$ cat src/rtl/matrix_pkg.sv
// +----------------------------------------------------------------------------+
// | matrix_pkg : constants and types shared by the 2x2 matrix multiplier       |
// | Rev 1.0    : initial release                                               |
// +----------------------------------------------------------------------------+
`default_nettype none

package matrix_pkg;
  localparam int ELEM_W      = 3;
  localparam int ENTRY_W     = 4;
  localparam int N_ENTRIES   = 4;
  localparam int RES_FIELD_W = 2 * ELEM_W + 1;
  localparam int RES_W       = N_ENTRIES * RES_FIELD_W;

  localparam logic [ENTRY_W-1:0] ENTRY_IDLE = 4'd8;
  localparam logic [ENTRY_W-1:0] ENTRY_LAST = 4'd7;

  typedef enum logic [1:0] {
    ST_IDLE = 2'd0,
    ST_RUN  = 2'd1,
    ST_DONE = 2'd2
  } state_t;

  // Bit offset of result field idx: c00=0, c01=1, c10=2, c11=3.
  function automatic int field_off(input int idx);
    return idx * RES_FIELD_W;
  endfunction
endpackage

`default_nettype wire

$ cat src/rtl/element_mac.sv
// +----------------------------------------------------------------------------+
// | element_mac : combinational unsigned product and product+accumulator       |
// | Rev 1.0     : initial release                                              |
// +----------------------------------------------------------------------------+
`default_nettype none

module element_mac
  import matrix_pkg::*;
#(
  parameter int W = ELEM_W
) (
  input  logic [W-1:0] a,
  input  logic [W-1:0] b,
  input  logic [2*W:0] acc,
  output logic [2*W:0] prod,
  output logic [2*W:0] sum
);
  logic [2*W-1:0] raw;

  assign raw  = {{W{1'b0}}, a} * {{W{1'b0}}, b};
  assign prod = {1'b0, raw};
  // Two products of (2^W-1)^2 always fit in 2W+1 bits, so no carry out.
  assign sum  = acc + prod;
endmodule

`default_nettype wire

$ cat src/rtl/matrix_mac.sv
// +----------------------------------------------------------------------------+
// | matrix_mac : index sequencer and MAC stage for the 2x2 matrix multiplier   |
// | Rev 1.0    : initial release                                               |
// +----------------------------------------------------------------------------+
`default_nettype none

module matrix_mac
  import matrix_pkg::*;
#(
  parameter int W = ELEM_W
) (
  input  logic                   clk,
  input  logic                   rst_n,
  input  logic                   start,
  input  logic [W-1:0]           element_a,
  input  logic [W-1:0]           element_b,
  output logic [ENTRY_W-1:0]     entry_out,
  output logic                   busy,
  output logic                   done,
  output logic [4*(2*W+1)-1:0]   result
);
  localparam int FW = 2 * W + 1;

  state_t             state;
  state_t             next_state;
  logic [ENTRY_W-1:0] next_entry;
  logic               smp_vld;
  logic [ENTRY_W-1:0] smp_idx;
  logic               take;
  logic [FW-1:0]      acc;
  logic [FW-1:0]      prod;
  logic [FW-1:0]      sum;
  logic [FW-1:0]      shadow [N_ENTRIES];
  logic [4*FW-1:0]    shadow_flat;

  element_mac #(.W(W)) u_mac (
    .a    (element_a),
    .b    (element_b),
    .acc  (acc),
    .prod (prod),
    .sum  (sum)
  );

  always_ff @(posedge clk or negedge rst_n) begin
    if (!rst_n) state <= ST_IDLE;
    else        state <= next_state;
  end

  always_comb begin
    next_state = state;
    next_entry = ENTRY_IDLE;
    case (state)
      ST_IDLE: begin
        if (start) begin
          next_state = ST_RUN;
          next_entry = '0;
        end
      end
      ST_RUN: begin
        if (entry_out != ENTRY_IDLE && entry_out != ENTRY_LAST)
          next_entry = entry_out + 1'b1;
        if (smp_vld && smp_idx == ENTRY_LAST)
          next_state = ST_DONE;
      end
      ST_DONE: next_state = ST_IDLE;
      default: next_state = ST_IDLE;
    endcase
  end

  assign busy = (state != ST_IDLE);
  assign done = (state == ST_DONE);
  // Selector data for entry_out arrives by the next posedge, so use it now.
  assign take = (state == ST_RUN) && (entry_out != ENTRY_IDLE);

  always_ff @(posedge clk or negedge rst_n) begin
    if (!rst_n) begin
      entry_out <= ENTRY_IDLE;
      smp_idx   <= ENTRY_IDLE;
      smp_vld   <= 1'b0;
      acc       <= '0;
      for (int i = 0; i < N_ENTRIES; i++) shadow[i] <= '0;
    end else begin
      entry_out <= next_entry;
      smp_idx   <= entry_out;
      smp_vld   <= take;
      if (take) begin
        if (!entry_out[0]) acc <= prod;
        else               shadow[entry_out[2:1]] <= sum;
      end
    end
  end

  for (genvar i = 0; i < N_ENTRIES; i++) begin : g_pack
    assign shadow_flat[i*FW +: FW] = shadow[i];
  end

  always_ff @(posedge clk or negedge rst_n) begin
    if (!rst_n)
      result <= '0;
    else if (state == ST_RUN && next_state == ST_DONE)
      result <= shadow_flat;
  end
endmodule

`default_nettype wire

$ cat config.mk
export PLATFORM = sky130hd
export DESIGN_NAME = matrix_mac
export DESIGN_NICKNAME = d
export VERILOG_FILES = /design/src/rtl/matrix_pkg.sv /design/src/rtl/element_mac.sv /design/src/rtl/matrix_mac.sv
export SDC_FILE = /design/constraint.sdc
export NUM_CORES = 1
export LEC_CHECK = 0
export BUFFER_PORTS_ARGS = -buffer_cell sky130_fd_sc_hd__buf_2
export CORE_MARGIN = 3
export CORE_UTILIZATION = 50
export DETAILED_ROUTE_END_ITERATION = 10
export PLACE_DENSITY = 0.81
export SKIP_CTS_REPAIR_TIMING = 1
export SLEW_MARGIN = 10
export SYNTH_ARGS = -nofsm -noshare
export SYNTH_HDL_FRONTEND = slang
export SYNTH_SLANG_ARGS = --single-unit
$ cat constraint.sdc
create_clock -name clk -period 3.5 [get_ports clk]
set_clock_uncertainty 0.2 [all_clocks]
set_input_delay 0.7 -clock clk [delete_from_list [all_inputs] [get_ports clk]]
set_output_delay 0.7 -clock clk [all_outputs]
set_load 0.02 [all_outputs]
==> results.json <==
{
  "clock-sinks": 73,
  "gp_congestion": 0.810,
  "ys_warn_count": 0,
  "cp.depth": 13,
  "crit_buf_inv": 4,
  "grtUsageTotal_pct": 15.4,
  "fillers": 487,
  "num_antenna_cells": 0,
  "rsz0062_at_grt": "no",
  "p_total_w": 0.00340,
  "drc_errors": 0,
  "ff2ff_path_depth": 7,
  "syn2layout_area_growth_pct": 16.1,
  "fp.dieW_um": 86.3,
  "antenna_found_initial": 0,
  "power_density_nw_per_um2": 909,
  "worst_setup_path_endpoint": "shadow[19]$_DFFE_PN0P_",
  "p_leak_nw": 1.94,
  "synthArstFlopShare_pct": 100,
  "grt_pass1_wl_mm": 8.91,
  "hp-class": "primary input to async pin",
  "rows": 28,
  "relSlewSlack_pct": 49.8,
  "run_status": "completed",
  "stdcell_count": 365,
  "cp_top_family": "adder cells",
  "yosysMostFrequentCell": "dfrtp_1",
  "synth-edff-count": 0,
  "wl_per_cell_um": 14.2,
  "crit_top_cell": "inv_1",
  "netlist-cell-type-count": 30,
  "syn_area_per_cell_um2": 13.9,
  "synth.top_cell.area_share_pct": 55.1,
  "dp.cells": 349,
  "setup_slack_ns": 0.237,
  "dieArea_um2": 7450,
  "drtPass1Iterations": 4,
  "h-tree-depth": 3,
  "core_area_um2": 6100,
  "crit_fanout": 5,
  "cts_tree": "yes",
  "ir_worst_vdd_uv": 514,
  "drt_iter0_markers": 49,
  "clk_pin_slew_ns": 0.07,
  "finalSetupViolations": 0,
  "dp_slack_ns": -0.0913,
  "clk_latency_ns": 0.33,
  "maxClockFrequency_mhz": 306,
  "num_vias": 1881,
  "finalMaxSlewViolations": 0,
  "ys_ff_latch": 73,
  "reg2reg_from": "acc[0]$_DFFE_PN0P_",
  "synth_area_leaders": "dfrtp_1 55%, mux2_2 16%, ha_1 5.0%, mux2_4 4.2%, fa_1 1.9%",
  "setup.worst_path.start_class": "primary input",
  "grt_max_degree": 74,
  "final.min_clock_period_ns": 3.26,
  "drt-total-wl_mm": 5.18,
  "antenna_left": 0,
  "r2r_setup_slack_ns": 1.26,
  "arrival_ns": 3.33,
  "overflow": 0,
  "drv_cap": 0,
  "min_period_over_period_pct": 93.2,
  "seq_area_um2": 1830,
  "worst_setup_path_end_kind": "register",
  "synth.largest_area_cell": "dfrtp_1",
  "yosysSeqAreaShare_pct": 56.7,
  "worstMarginPinSlew_ns": 0.750,
  "pin_count": 43,
  "cts_made_buffers": 9,
  "port_buffers": 42,
  "synthCells": 232,
  "syn_nets": 257,
  "finalCoreUtilization_pct": 61.5,
  "cp_data_required_time_ns": 3.57,
  "crit_path_top_delay_cell": "fa_1",
  "grt_pass1_vias": 1895,
  "nets": 310,
  "rr_endpoint": "shadow[4]$_DFFE_PN0P_",
  "path_class": "primary input to register",
  "multiInputGateArea_um2": 1300,
  "cpPeakStageDelay_ns": 0.47,
  "avgViaCountPerCell": 5.15,
  "start_util_pct": 52.9,
  "yosys_most_used_dff": "dfrtp_1",
  "drive_above_1_share_pct": 42.8,
  "worstPathCellList": "buf_2 > nand2_1 > fa_1 > inv_1 > ha_1 > inv_1 > fa_1 > inv_1 > ha_1 > nand3_1 > o2111ai_1 > xor2_1 > mux2_2",
  "die_h_um": 86.3,
  "syn-cell-area_um2": 3230,
  "netlist_top_cells_count": "71 x dfrtp_1, 45 x mux2_2, 14 x inv_1, 14 x nand2_1, 13 x ha_1",
  "cp-startpoint": "element_a[0]",
  "dp_hpwl_mm": 3.64,
  "hold_violations": 0,
  "cts_buffer_depth": 2,
  "clock-root-buffer": "clkbuf_8"
}
==> layout make-up <==
type                       count  area share [%]
inverter                      14            1.40
sequential                    73            48.8
multi-input combinational    139            34.6
clock inverter                 3            1.80
tap                           75            2.51
timing repair buffer          48            7.15
clock buffer                  13            3.71
==> per-stage QoR <==
step | cell area, µm² | setup TNS (ns) | hold slack [ns]
global placement | 3540 | 0 | 0.195
floorplan | 3230 | 0 | 0.204
detailed placement | 3540 | -0.423 | 0.192
finish | 3750 | 0 | 0.166
global route | 3750 | 0 | 0.206
CTS | 3750 | 0 | 0.188
==> layer usage <==
layer	part of all wire [%]	vias up	wire length, µm	GRT usage, %
li1	-	919	-	-
met1	49	912	2520	21.2
met2	45	40	2330	22.7
met3	4.7	10	246	4.37
met4	1.5	0	77	6.66
met5	0	-	0	0
==> logic make-up after synthesis <==
family	Yosys count	share of synthesized area, %
compound gates	27	5.00
xor+xnor	6	1.63
fa+ha+maj	16	6.90
buf+inv	20	3.14
flops	73	56.7
mux	54	19.9
simple gates	36	6.75
==> worst reg2reg max path, delay by kind of cell (launching register included) <==
family                     cells  cell delay, ns
AOI/OAI and AO/OA              2            0.35
xor gates and xnor gates       1            0.10
muxes                          1            0.25
DFF                            1            0.38
buffers and inverters          1            0.14
adders and majority gates      2            0.69
==> worst min-delay path by stage <==
stage / end / start / slack, ns / depth (start not counted)
3_5_place_dp: smp_idx[3]$_DFF_PN1_ / entry_out[3]$_DFF_PN1_ / 0.19 / 0
2_1_floorplan: acc[0]$_DFFE_PN0P_ / rst_n / 0.20 / 0
3_3_place_gp: smp_idx[3]$_DFF_PN1_ / entry_out[3]$_DFF_PN1_ / 0.19 / 0
5_1_grt: state[0]$_DFF_PN0_ / rst_n / 0.21 / 2
4_1_cts: result[14]$_DFFE_PN0P_ / rst_n / 0.19 / 2
6_report: state[0]$_DFF_PN0_ / rst_n / 0.17 / 2
==> registers in the layout (all words and copies together), names as in the netlist <==
register	count
acc	6
smp_vld	1
result	28
state	2
smp_idx	4
entry_out	4
shadow	28
==> report_power, final <==
group          internal, W  switching (W)  total [W]
Sequential         0.00120       0.000228    0.00143
Clock             0.000403       0.000281   0.000684
Combinational     0.000623       0.000667    0.00129
Total              0.00223        0.00117    0.00340
==> layout by cell type (no fill, tap or decap) <==
master	synthesis	layout
nand3_1	2	2
clkbuf_8	0	9
mux2_4	9	9
o21ai_2	1	1
buf_12	0	1
clkbuf_1	0	4
xnor2_1	4	4
dfrtp_1	71	71
nor2_1	3	3
a21o_1	3	3
nand2_1	14	14
nand2_2	1	1
o21bai_1	1	1
a311oi_1	1	1
nor2_4	1	1
and4bb_2	1	1
nor2b_1	1	1
o2111ai_1	1	1
nand4_1	1	1
inv_1	14	14
o21ai_0	11	11
buf_2	3	42
nand4_2	4	4
dfstp_2	2	2
xor2_1	2	2
bufinv_16	0	2
a21oi_1	7	7
mux2_2	45	45
and2_1	7	7
a211oi_1	2	2
fa_1	3	3
and2b_1	1	1
ha_1	13	13
buf_4	0	5
clkinvlp_4	0	1
(Power assumes the default switching activity.)
